**config.mk**
```make
export PLATFORM = sky130hd
export DESIGN_NAME = keypad_lock
export DESIGN_NICKNAME = d
export VERILOG_FILES = /design/src/rtl/keypad_pkg.sv /design/src/rtl/key_edge.sv /design/src/rtl/keypad_lock.sv
export SDC_FILE = /design/constraint.sdc
export NUM_CORES = 1
export LEC_CHECK = 0
export ABC_CLOCK_PERIOD_IN_PS = 3300
export BUFFER_PORTS_ARGS = -buffer_cell sky130_fd_sc_hd__buf_2
export CAP_MARGIN = 40
export CORE_MARGIN = 4
export CORE_UTILIZATION = 35
export CTS_CLUSTER_SIZE = 24
export DETAILED_ROUTE_END_ITERATION = 7
export GPL_ROUTABILITY_DRIVEN = 0
export SETUP_SLACK_MARGIN = 0.05
export SYNTH_ARGS = -nofsm -noshare
export SYNTH_HDL_FRONTEND = slang
export SYNTH_SLANG_ARGS = --single-unit
export TNS_END_PERCENT = 1
```
**constraint.sdc**
```tcl
create_clock -name CLOCK_50 -period 3.3 [get_ports CLOCK_50]
set_clock_uncertainty 0.2 [all_clocks]
set_input_delay 0.825 -clock CLOCK_50 [delete_from_list [all_inputs] [get_ports CLOCK_50]]
set_output_delay 0.825 -clock CLOCK_50 [all_outputs]
set_load 0.02 [all_outputs]
```
**src/rtl/keypad_pkg.sv**
```systemverilog
// Shared state encoding and key-code constants for the keypad lock.
package keypad_pkg;

  typedef enum logic [2:0] {
    ST_IDLE,
    ST_ENTRY,
    ST_CHECK,
    ST_OPEN,
    ST_LOCKOUT,
    ST_PROGRAM
  } state_t;

  localparam logic [3:0] KEY_PROG  = 4'hA;
  localparam logic [3:0] KEY_CLEAR = 4'hE;
  localparam logic [3:0] KEY_ENTER = 4'hF;

  function automatic logic is_digit(input logic [3:0] k);
    return k <= 4'd9;
  endfunction

endpackage

```
**src/rtl/key_edge.sv**
```systemverilog
// Turns the debounced key-held level into a one-cycle keystroke strobe with its key code.
module key_edge (
  input  logic       CLOCK_50,
  input  logic       Reset,
  input  logic [3:0] key_in,
  input  logic       key_valid,
  output logic       key_stb,
  output logic [3:0] key_code
);

  logic valid_q;
  logic armed;

  // armed stays low for the first cycle after reset so a key held through release is not a press
  always_ff @(posedge CLOCK_50) begin
    if (!Reset) begin
      valid_q <= 1'b0;
      armed   <= 1'b0;
    end else begin
      valid_q <= key_valid;
      armed   <= 1'b1;
    end
  end

  assign key_stb  = armed & key_valid & ~valid_q;
  assign key_code = key_in;

endmodule

```
**src/rtl/keypad_lock.sv**
```systemverilog
// Keypad combination lock: code entry, check, timed open, fail lockout and code programming.
module keypad_lock
  import keypad_pkg::*;
#(
  parameter int                    CODE_LEN       = 4,
  parameter int                    MAX_FAILS      = 3,
  parameter int                    UNLOCK_CYCLES  = 250_000_000,
  parameter int                    LOCKOUT_CYCLES = 500_000_000,
  parameter logic [4*CODE_LEN-1:0] RESET_CODE     = 16'h1234
) (
  input  logic                  CLOCK_50,
  input  logic                  Reset,
  input  logic [3:0]            key_in,
  input  logic                  key_valid,
  output logic [4*CODE_LEN-1:0] disp_digits,
  output logic [CODE_LEN-1:0]   disp_blank,
  output logic                  unlocked,
  output logic                  locked_out,
  output logic                  prog_mode,
  output logic [1:0]            fail_count
);

  localparam int                BUF_W       = 4 * CODE_LEN;
  localparam int                CNT_W       = $clog2(CODE_LEN + 1);
  localparam logic [CNT_W-1:0]  CNT_FULL    = CNT_W'(CODE_LEN);
  localparam logic [31:0]       UNLOCK_LOAD = 32'(UNLOCK_CYCLES - 1);
  localparam logic [31:0]       LOCK_LOAD   = 32'(LOCKOUT_CYCLES - 1);

  logic            key_stb;
  logic [3:0]      key_code;

  state_t          state, state_d;
  logic [BUF_W-1:0] buffer, buffer_d;
  logic [BUF_W-1:0] code, code_d;
  logic [CNT_W-1:0] count, count_d;
  logic [1:0]      fail_d;
  logic [31:0]     timer, timer_d;
  logic            expired;

  key_edge u_key_edge (
    .CLOCK_50  (CLOCK_50),
    .Reset     (Reset),
    .key_in    (key_in),
    .key_valid (key_valid),
    .key_stb   (key_stb),
    .key_code  (key_code)
  );

  always_ff @(posedge CLOCK_50) begin
    if (!Reset) begin
      state      <= ST_IDLE;
      buffer     <= '0;
      code       <= RESET_CODE;
      count      <= '0;
      fail_count <= 2'd0;
      timer      <= 32'd0;
    end else begin
      state      <= state_d;
      buffer     <= buffer_d;
      code       <= code_d;
      count      <= count_d;
      fail_count <= fail_d;
      timer      <= timer_d;
    end
  end

  assign expired = (timer == 32'd0);

  always_comb begin
    state_d  = state;
    buffer_d = buffer;
    code_d   = code;
    count_d  = count;
    fail_d   = fail_count;
    timer_d  = expired ? 32'd0 : timer - 32'd1;
    case (state)
      ST_IDLE: begin
        if (key_stb && is_digit(key_code)) begin
          buffer_d = BUF_W'(key_code);
          count_d  = CNT_W'(1);
          state_d  = ST_ENTRY;
        end
      end
      ST_ENTRY, ST_PROGRAM: begin
        if (key_stb) begin
          if (is_digit(key_code)) begin
            if (count != CNT_FULL) begin
              buffer_d = {buffer[BUF_W-5:0], key_code};
              count_d  = count + CNT_W'(1);
            end
          end else if (key_code == KEY_CLEAR) begin
            buffer_d = '0;
            count_d  = '0;
            state_d  = (state == ST_PROGRAM) ? ST_PROGRAM : ST_IDLE;
          end else if (key_code == KEY_ENTER) begin
            if (state == ST_ENTRY) begin
              if (count == CNT_FULL) begin
                state_d = ST_CHECK;
              end else begin
                buffer_d = '0;
                count_d  = '0;
                state_d  = ST_IDLE;
              end
            end else if (count == CNT_FULL) begin
              code_d   = buffer;
              buffer_d = '0;
              count_d  = '0;
              state_d  = ST_IDLE;
            end
          end
        end
      end
      ST_CHECK: begin
        buffer_d = '0;
        count_d  = '0;
        if (buffer == code) begin
          fail_d  = 2'd0;
          timer_d = UNLOCK_LOAD;
          state_d = ST_OPEN;
        end else if ((32'(fail_count) + 32'd1) == 32'(MAX_FAILS)) begin
          fail_d  = 2'd0;
          timer_d = LOCK_LOAD;
          state_d = ST_LOCKOUT;
        end else begin
          fail_d  = fail_count + 2'd1;
          state_d = ST_IDLE;
        end
      end
      ST_OPEN: begin
        // expiry wins over any keystroke landing on the same cycle
        if (expired) begin
          state_d = ST_IDLE;
        end else if (key_stb && key_code == KEY_ENTER) begin
          state_d = ST_IDLE;
        end else if (key_stb && key_code == KEY_PROG) begin
          buffer_d = '0;
          count_d  = '0;
          state_d  = ST_PROGRAM;
        end
      end
      ST_LOCKOUT: begin
        if (expired) state_d = ST_IDLE;
      end
      default: state_d = ST_IDLE;
    endcase
  end

  assign disp_digits = buffer;
  assign unlocked    = (state == ST_OPEN);
  assign locked_out  = (state == ST_LOCKOUT);
  assign prog_mode   = (state == ST_PROGRAM);

  always_comb begin
    disp_blank = '1;
    if (state != ST_OPEN && state != ST_LOCKOUT) begin
      for (int i = 0; i < CODE_LEN; i++) disp_blank[i] = (CNT_W'(i) >= count);
    end
  end

endmodule

```
==> out/metrics.cfg <==
[synth]
syn-num-nets=453
synth_edf_count=0
yosysUniqueCellTypes=49
synth_top_family_by_area=simple AND/OR/NAND/NOR gates
netlist_area_um2=3610
synth_seq_cells=74
synthCells=441
yosys.area_share.adder=0.0173
yosysWarnings=0
synth-compound-area-share=0.123
async_flop_share=0
synth_flop_cell=dfxtp_1
avgSynthCellArea_um2=8.19
synth-seq-area-share=0.410
muxShareOfSynthArea=0.0471
synthSimpleGateAreaFrac=0.252
synth_xor_area_frac=0.112

[power_and_ir_drop]
pwr_density_cell_nw_per_um2=837
p_switching_w=0.00129
p_seq_frac=0.360
combPwrFrac=0.405
p_int_w=0.00215
p_leak_nw=1.62
vdd_drop_max_mv=0.547
pwr-share-clk=0.235
power.total_w=0.00344
switching_share=0.375

[final_layout]
num_antenna_cells=0
drive_above_1_share=0.146
final_nets=479
instances_no_fill=605
area_delta_synth_final_pct=13.9

[critical_path]
r2r-start=timer[18]
r2r.worst_path.cells=6
required_ns=3.32
crit_path_end_kind=flop
path_buf_inv=0
crit_top_cell=or4_4
path_class=flop to flop
cp_num_cells=6
regToRegSetupSlack_ns=0.29
crit_family=simple AND/OR/NAND/NOR gates
path_cells=or4_4, or4_4, nor4_2, a21oi_1, and2_1, mux2i_1
critPathLaunchType=flop
r2r_end=disp_digits[3]
crit_slowest_cell=or4_4
arrival_ns=3.02
crit_fanout=7
cpPeakStageDelay_ns=0.60

[min_path]
min_path_cells=2
hold_class=flop to flop
hold_path_end=code[1]
min_from=code[1]

[clock_network]
cts.sinks=74
cts_hold_buf=0
clk_latency_ns=0.35
path_clk_slew_ns=0.08
clockBufferDepth=2
cts_setup_buffers=0
h-tree-depth=3
root_buffer=clkbuf_8
cts_tree=done
ctsResizeCount=0
cts_buffers=9

[detailed_routing]
vias=3088
wl_per_cell_um=14.0
dr.pass1.iters=4
remaining_drc_errors=0
postRouteAntennaNets=0
first_iter_violations=130
viasPerCell=5.10
wl_um=8480

[run_status]
run_status=finished clean

[global_routing]
grt-busiest-layer=met2
grt_max_degree=31
antenna_found_initial=0
gr-usage-met1=0.193
met2_usage=0.256
grt_pass1_wl_um=14500
grt_pass1_vias=2987
grt_usage=0.152
grt_overflow=0
grt_use_met3=0.0305

[timing]
finalHoldViolCount=0
max_freq_ghz=0.333
slew_headroom=0.520
holdWs_ns=0.271
finalSetupTns_ns=0
tightest_slew_ns=0.718
slew_viol_final=0
rsz0062_at_grt=false
min_period_over_period=0.911
setup_violations=0
post-route-min-period_ns=3.01

[die]
die_x_um=110
rows=36
ioPinCount=32
core_area_um2=9910
die_h_um=110
dieArea_um2=12000
initial_core_util=0.365

[flow_run]
cap_viol_max_count=0

[placed_design]
portBuffers=31
place_inst=589
dp_hpwl_um=5990

placed cells by master (no fill, tap or decap), drive strengths merged, types with 2 or more instances in the layout:
cell and n:
clkbuf 10, or2 4, o41ai 2, xor2 8, nor2 34, inv 11, nor2b 4, nor4 11
nand4 6, a21oi 26, and3 2, nor3 12, or4 6, mux2i 17, or3 4, nand3b 2
nand3 13, a31oi 4, and2 2, dfxtp 74, or3b 2, bufinv 2, buf 39, o21ai 30
xnor2 38, ha 5, a21o 3, nand2 86, nand2b 2
synth_stat cells (3+ instances only):
library cell | count | area share
nand2_1 | 85 | 0.088
dfxtp_1 | 74 | 0.41
xnor2_1 | 38 | 0.092
nor2_1 | 34 | 0.035
o21ai_0 | 28 | 0.039
a21oi_1 | 26 | 0.036
clkbuf_1 | 18 | 0.019
mux2i_1 | 17 | 0.047
nand3_1 | 13 | 0.018
nor3_1 | 12 | 0.017
nor4_1 | 10 | 0.017
inv_1 | 8 | 0.0083
xor2_1 | 8 | 0.019
nand4_1 | 6 | 0.010
ha_1 | 5 | 0.017
a31oi_1 | 4 | 0.0069
nor2b_1 | 4 | 0.0069
or2_2 | 4 | 0.0069
or3_1 | 4 | 0.0069
a21o_1 | 3 | 0.0062
or4_1 | 3 | 0.0062
or4_4 | 3 | 0.0094
stage by stage:
step,setup WS [ns],area (µm²),utilization
2_1_floorplan,0.392,3610,-
3_3_place_gp,0.344,3880,0.392
3_5_place_dp,0.313,3880,0.392
4_1_cts,0.278,4120,0.415
5_1_grt,0.120,4120,0.415
6_report,0.294,4120,0.415
power by group through the flow:
| stage | sequential [W] | combinational [W] | clock [W] |
|---|---|---|---|
| 4_1_cts | 0.00124 | 0.00139 | 0.000831 |
| 3_3_place_gp | 0.00125 | 0.00136 | 0 |
| 6_report | 0.00124 | 0.00139 | 0.000809 |
| 3_5_place_dp | 0.00126 | 0.00137 | 0 |
| 5_1_grt | 0.00127 | 0.00155 | 0.000869 |
| 2_1_floorplan | 0.00122 | 0.00121 | 0 |
routing by layer:
| metal | share of wire | wire (µm) |
|---|---|---|
| met4 | 0.012 | 100 |
| met5 | 0 | 0 |
| met1 | 0.46 | 3940 |
| met3 | 0.033 | 278 |
| met2 | 0.49 | 4160 |
state kept, by name (all words and copies together) (netlist names):
register and cells:
code 16, count 3, disp_digits 16, fail_count 2, state 3, timer 32, u_key_edge.armed 1, u_key_edge.valid_q 1
cell families after synthesis:
logic type	count (synthesis)
fa+ha+maj	5
xor+xnor	46
buf+inv	32
mux	17
compound gates	75
flops	74
simple gates	192
worst max-delay path by stage:
stage	start	end
6_report	timer[18]	disp_digits[3]
5_1_grt	timer[18]	disp_digits[9]
4_1_cts	timer[18]	disp_digits[3]
3_5_place_dp	key_in[2]	disp_digits[8]
3_3_place_gp	timer[18]	disp_digits[2]
2_1_floorplan	state[2]	disp_blank[0]
layout make-up:
cell class / instances / area, µm²
repair buffers: 39 / 215
clock buffers: 10 / 138
clock inverters: 6 / 95.1
multi-input cells: 335 / 1990
inverters: 8 / 30.0
fillers: 1032 / 5790
flip-flops and latches: 74 / 1480
well taps: 133 / 166
tightest hold or removal path, cell delays in order, from the launching register on:
cell and delay [ns]:
dfxtp_1 0.32, nand2_1 0.05, a21oi_1 0.05
Power figures use the tool's default switching activity.
